$ cat config.mk
export PLATFORM = sky130hd
export DESIGN_NAME = imem_responder
export DESIGN_NICKNAME = d
export VERILOG_FILES = /design/src/rtl/imem_pkg.sv /design/src/rtl/imem_array.sv /design/src/rtl/imem_responder.sv
export SDC_FILE = /design/constraint.sdc
export NUM_CORES = 2
export LEC_CHECK = 0
export ABC_CLOCK_PERIOD_IN_PS = 2600
export BUFFER_PORTS_ARGS = -buffer_cell sky130_fd_sc_hd__buf_2
export CORE_AREA = 2 2 446 448
export DETAILED_ROUTE_END_ITERATION = 6
export DIE_AREA = 0 0 448 450
export GPL_TIMING_DRIVEN = 0
export PLACE_DENSITY = 0.66
export RECOVER_POWER = 25
export SKIP_CTS_REPAIR_TIMING = 1
export SLEW_MARGIN = 20
export SYNTH_ARGS = -nofsm -noshare
export SYNTH_HDL_FRONTEND = slang
export SYNTH_HIERARCHICAL = 1
export SYNTH_SLANG_ARGS = --single-unit
$ cat constraint.sdc
create_clock -name IMEM_clk -period 2.6 [get_ports IMEM_clk]
set_clock_uncertainty 0.05 [all_clocks]
set_input_delay 0.13 -clock IMEM_clk [delete_from_list [all_inputs] [get_ports IMEM_clk]]
set_output_delay 0.13 -clock IMEM_clk [all_outputs]
set_load 0.05 [all_outputs]
$ cat src/rtl/imem_pkg.sv
// imem_pkg -- shared constants and FSM encoding for the instruction-memory
// responder.
//   IMEM_ADDR_W / IMEM_DATA_W : default word-address and instruction widths
//   NOP                        : instruction returned for unprogrammed words
//   state_t                    : responder FSM state encoding
package imem_pkg;

  localparam int IMEM_ADDR_W = 6;
  localparam int IMEM_DATA_W = 32;

  // RV32I "addi x0, x0, 0"
  localparam logic [31:0] NOP = 32'h0000_0013;

  typedef enum logic {
    IDLE = 1'b0,  // no response held
    RESP = 1'b1   // response held on outputs
  } state_t;

endpackage

$ cat src/rtl/imem_array.sv
// imem_array -- instruction storage.
//   One write port and one synchronous read port. Each word has a
//   written-bit so that reads of never-programmed words can be flagged.
// Ports:
//   clk, rst_n          clock / async active-low reset (clears written-bits
//                       and the read register; storage is not reset)
//   wr_en/wr_addr/wr_data  program-load write port
//   rd_en/rd_addr       read strobe and address; result registered
//   rd_ins/rd_err       registered read result, held while rd_en is low
module imem_array
  import imem_pkg::*;
#(
  parameter int DEPTH  = 64,
  parameter int ADDR_W = IMEM_ADDR_W,
  parameter int DATA_W = IMEM_DATA_W
) (
  input  logic              clk,
  input  logic              rst_n,
  input  logic              wr_en,
  input  logic [ADDR_W-1:0] wr_addr,
  input  logic [DATA_W-1:0] wr_data,
  input  logic              rd_en,
  input  logic [ADDR_W-1:0] rd_addr,
  output logic [DATA_W-1:0] rd_ins,
  output logic              rd_err
);

  logic [DATA_W-1:0] mem [DEPTH];
  logic [DEPTH-1:0]  written;

  // Storage carries no reset so it maps onto plain RAM.
  always_ff @(posedge clk) begin
    if (wr_en) mem[wr_addr] <= wr_data;
  end

  // The read samples mem/written before this edge's write lands, so a
  // same-cycle write and read to one address returns the old contents.
  always_ff @(posedge clk or negedge rst_n) begin
    if (!rst_n) begin
      written <= '0;
      rd_ins  <= '0;
      rd_err  <= 1'b0;
    end else begin
      if (wr_en) written[wr_addr] <= 1'b1;
      if (rd_en) begin
        if (written[rd_addr]) begin
          rd_ins <= mem[rd_addr];
          rd_err <= 1'b0;
        end else begin
          rd_ins <= DATA_W'(NOP);
          rd_err <= 1'b1;
        end
      end
    end
  end

endmodule

$ cat src/rtl/imem_responder.sv
// imem_responder -- single-outstanding instruction fetch responder.
//   Accepts a fetch request, returns the instruction one cycle later and holds
//   it until the fetcher takes it. A new request may be accepted in the same
//   cycle the held response is taken, giving back-to-back throughput.
// Ports:
//   IMEM_clk, IMEM_rst                    clock / async active-low reset
//   IMEM_req_valid/ready/addr             fetch request handshake
//   IMEM_rsp_valid/ready/ins/err          fetch response handshake
//   IMEM_wr_en/wr_addr/wr_data            program-load write port
module imem_responder
  import imem_pkg::*;
#(
  parameter int DEPTH  = 64,
  parameter int ADDR_W = IMEM_ADDR_W,
  parameter int DATA_W = IMEM_DATA_W
) (
  input  logic              IMEM_clk,
  input  logic              IMEM_rst,
  input  logic              IMEM_req_valid,
  output logic              IMEM_req_ready,
  input  logic [ADDR_W-1:0] IMEM_req_addr,
  output logic              IMEM_rsp_valid,
  input  logic              IMEM_rsp_ready,
  output logic [DATA_W-1:0] IMEM_rsp_ins,
  output logic              IMEM_rsp_err,
  input  logic              IMEM_wr_en,
  input  logic [ADDR_W-1:0] IMEM_wr_addr,
  input  logic [DATA_W-1:0] IMEM_wr_data
);

  state_t state, state_nxt;
  logic   accept;
  logic   wr_en_q;

  always_ff @(posedge IMEM_clk or negedge IMEM_rst) begin
    if (!IMEM_rst) state <= IDLE;
    else           state <= state_nxt;
  end

  always_comb begin
    state_nxt      = state;
    IMEM_req_ready = 1'b0;
    case (state)
      IDLE: IMEM_req_ready = 1'b1;
      RESP: IMEM_req_ready = IMEM_rsp_ready;
      default: IMEM_req_ready = 1'b0;
    endcase
    // Nothing is accepted while reset is held.
    if (!IMEM_rst) IMEM_req_ready = 1'b0;

    case (state)
      IDLE: if (accept) state_nxt = RESP;
      RESP: if (IMEM_rsp_ready) state_nxt = accept ? RESP : IDLE;
      default: state_nxt = IDLE;
    endcase
  end

  assign accept         = IMEM_req_valid && IMEM_req_ready;
  assign IMEM_rsp_valid = (state == RESP);
  assign wr_en_q        = IMEM_wr_en && IMEM_rst;

  imem_array #(
    .DEPTH  (DEPTH),
    .ADDR_W (ADDR_W),
    .DATA_W (DATA_W)
  ) u_array (
    .clk     (IMEM_clk),
    .rst_n   (IMEM_rst),
    .wr_en   (wr_en_q),
    .wr_addr (IMEM_wr_addr),
    .wr_data (IMEM_wr_data),
    .rd_en   (accept),
    .rd_addr (IMEM_req_addr),
    .rd_ins  (IMEM_rsp_ins),
    .rd_err  (IMEM_rsp_err)
  );

endmodule

==> flow_metrics.tcl <==
set metrics [dict create \
    status "finished with violations" \
    violations "negative hold slack, max-capacitance violations, max-slew violations, negative setup slack" \
    synth_ff_type "edfxtp_1" \
    cp.arrival_ns 3.49 \
    chipWidth_microns 448 \
    fin_nets 4258 \
    yosysWarningCount 6 \
    max_freq_mhz 359.8 \
    synth.cell_area_sq_um 82300 \
    drive_above_1_share 0.3112 \
    antenna_left 0 \
    cp-endpoint "u_array/rd_ins[9]$_DFFE_PN0P_" \
    cts-htree-levels 4 \
    slew_viol_final 195 \
    syn-mean-instance-area_sq_um 22.12 \
    fp.dieH_microns 450 \
    clkLatencyLatePin_ns 0.87 \
    r2r_setup_slack_ns -0.02 \
    peakVddDrop_v 0.0007320 \
    synth-edff-count 2048 \
    ios 84 \
    synth_compound_area_frac 0.02971 \
    grt_max_degree 83 \
    pre_cts_slack_ns -1.439 \
    worstMarginPinSlew_ns 2.571 \
    initial_core_util 0.4186 \
    num_rows 163 \
    post_drt_wl_per_cell_microns 40.51 \
    startpoint "IMEM_req_addr[3]" \
    ys_seq_elements 2146 \
    cap_violations 3 \
    dpl-instance-area_sq_um 90190 \
    routed_wl_mm 284.9 \
    syn2layout_area_growth_pct 18.17 \
    drtPass1Iterations 6 \
    track_usage 0.2805 \
    vias 45770 \
    postLayoutSetupSlackWorst_ns -0.1792 \
    cp-end-kind "register" \
    relSlewSlack -0.7143 \
    dp.cells 6594 \
    dp_hpwl_mm 193.9 \
    antenna_found_initial 12 \
    worst-r2r-cell-count 6 \
    tns_ns -0.9801 \
    ctsRootBufferMaster "clkbuf_16" \
    finalPower_mw 71.96 \
    critPathKind "primary input to register" \
    viasPerCell 6.507 \
    fillCellCount 15510 \
    synth_xor_area_frac 0 \
    grt_first_pass_wirelength_mm 377.5 \
    synthDistinctLibCells 66 \
    cts_made_buffers 208 \
    hold_ws_ns -0.7217 \
    min_period_over_period 1.069 \
    setup_viol_count_final 22 \
    drc 0 \
    r2r_start "IMEM_rsp_valid$_DFF_PN0_" \
    power.density_nw_per_um2 739.9 \
    synth_top_family_by_area "multiplexers" \
    hold_viol 100 \
    r2r-end "u_array/rd_ins[16]$_DFFE_PN0P_" \
    coreArea_sq_um 196600 \
    stdcell_area_sq_um 97260 \
    clock_path_buffers 3 \
    critPathLaunchType "primary input" \
    hold_class "primary input to asynchronous set/reset pin" \
    syn_inst 3721 \
    finalCriticalPeriod_ns 2.779 \
    grt_pass1_vias 43200 \
    ys_seq_area_frac 0.7771 \
    synth.net_count 3770 \
    dieArea_sq_um 201600 \
    clock_sinks 2146 \
    ys_async_sr_fraction 0.04567 \
    final_cells 7034 \
    critPathMaxFanout 10 \
    grt_overflow 0 \
    synth_mux_area_frac 0.1534 \
    required_ns 3.31 \
    leakage_nw 31.19 \
    gp_congestion 0.9100 \
    first_iter_violations 8347 \
    cts_tree "yes" \
    yosys.area_share.adder 0 \
    clk_pin_slew_ns 0.06 \
    portBuffers 77 \
    post-route-util 0.4947 \
    synth_simple_gate_area_frac 0.02218 \
]
layout by cell type (no fill, tap or decap), types with 17 or more instances in the layout:
cell type         n
a211oi_1         22
a21oi_1          28
and2_1           17
buf_12           73
buf_16           81
buf_2            90
buf_4            65
buf_6            39
clkbuf_1         91
clkbuf_16       210
clkbuf_2         43
clkinv_1         52
clkinv_2         26
dfrtp_1          98
dlygate4sd3_1    33
edfxtp_1       2048
inv_1            25
mux2_2           32
mux2i_1          90
mux4_2          490
nand2_1          82
nor2_1           45
nor2_4           63
nor3_1           17
o211ai_1         18
o21ai_0          48
o22ai_1         113
or2_2            68
power by group:
part | switching, mW | leakage [nW] | internal [mW]
Combinational | 3.24 | 8.38 | 1.52
Clock | 13.0 | 3.12 | 15.8
Sequential | 0.201 | 19.7 | 38.2
Total | 16.4 | 31.2 | 55.5
worst max-delay path, cell delays in order:
cell and delay, ns:
buf_2 0.14, buf_2 0.38, buf_2 0.40, buf_2 0.45
buf_2 0.60, nand2_1 0.12, a32oi_1 0.71, o21ai_0 0.23
o32ai_1 0.31
layout make-up:
cell class / instances / area, sq um / share of cell area
Sequential cell: 2146 / 63950 / 0.6576
Inverter: 30 / 116.4 / 0.001196
Buffer: 194 / 1409 / 0.01449
Multi-Input combinational cell: 1350 / 17460 / 0.1795
Antenna cell: 8 / 20.02 / 0.0002058
Timing Repair Buffer: 279 / 4566 / 0.04694
Clock inverter: 99 / 780.7 / 0.008028
Tap cell: 2640 / 3303 / 0.03396
Clock buffer: 288 / 5648 / 0.05807
metal layers:
metal | wire length [microns] | GRT usage | vias up
met5 | 85 | 0 | -
li1 | - | - | 16710
met3 | 40670 | 0.08071 | 798
met4 | 19460 | 0.1559 | 10
met2 | 127700 | 0.4211 | 4104
met1 | 96980 | 0.3685 | 24150
flip-flops by register name, summed over array words and instances (netlist names):
signal and count:
IMEM_rsp_valid 1, u_array/mem 2048, u_array/rd_err 1, u_array/rd_ins 32, u_array/written 64
synthesized netlist by cell type (all sizes together), types with 25 or more instances:
cell type,number,area [sq um]
a211oi,25,192.7
nor2,110,417.9
inv,28,105.1
mux4,502,11350
mux2,32,360.4
edfxtp,2048,61500
or2,68,425.4
o21ai,53,265.3
a21oi,33,165.2
dfrtp,98,2452
o22ai,113,706.9
clkbuf,43,161.4
mux2i,91,910.9
buf,152,1181
nand2,86,322.8
worst min-delay path by stage:
stage	end	slack, ns	depth (start not counted)
2_1_floorplan	IMEM_rsp_valid$_DFF_PN0_	-0.22	0
3_3_place_gp	IMEM_rsp_valid$_DFF_PN0_	0.36	3
3_5_place_dp	u_array/rd_ins[2]$_DFFE_PN0P_	-0.02	1
4_1_cts	u_array/rd_ins[2]$_DFFE_PN0P_	-0.93	1
5_1_grt	u_array/rd_ins[2]$_DFFE_PN0P_	-0.73	3
6_report	u_array/rd_ins[2]$_DFFE_PN0P_	-0.72	3
kinds of logic (layout without fill, tap and decap cells):
kind of cell | Yosys count | count (layout)
other | 0 | 8
AO/OA/AOI/OAI | 355 | 355
AND/OR/NAND/NOR | 370 | 370
multiplexers | 625 | 625
buffers and inverters | 225 | 890
flip-flops | 2146 | 2146
(Power assumes the default switching activity.)
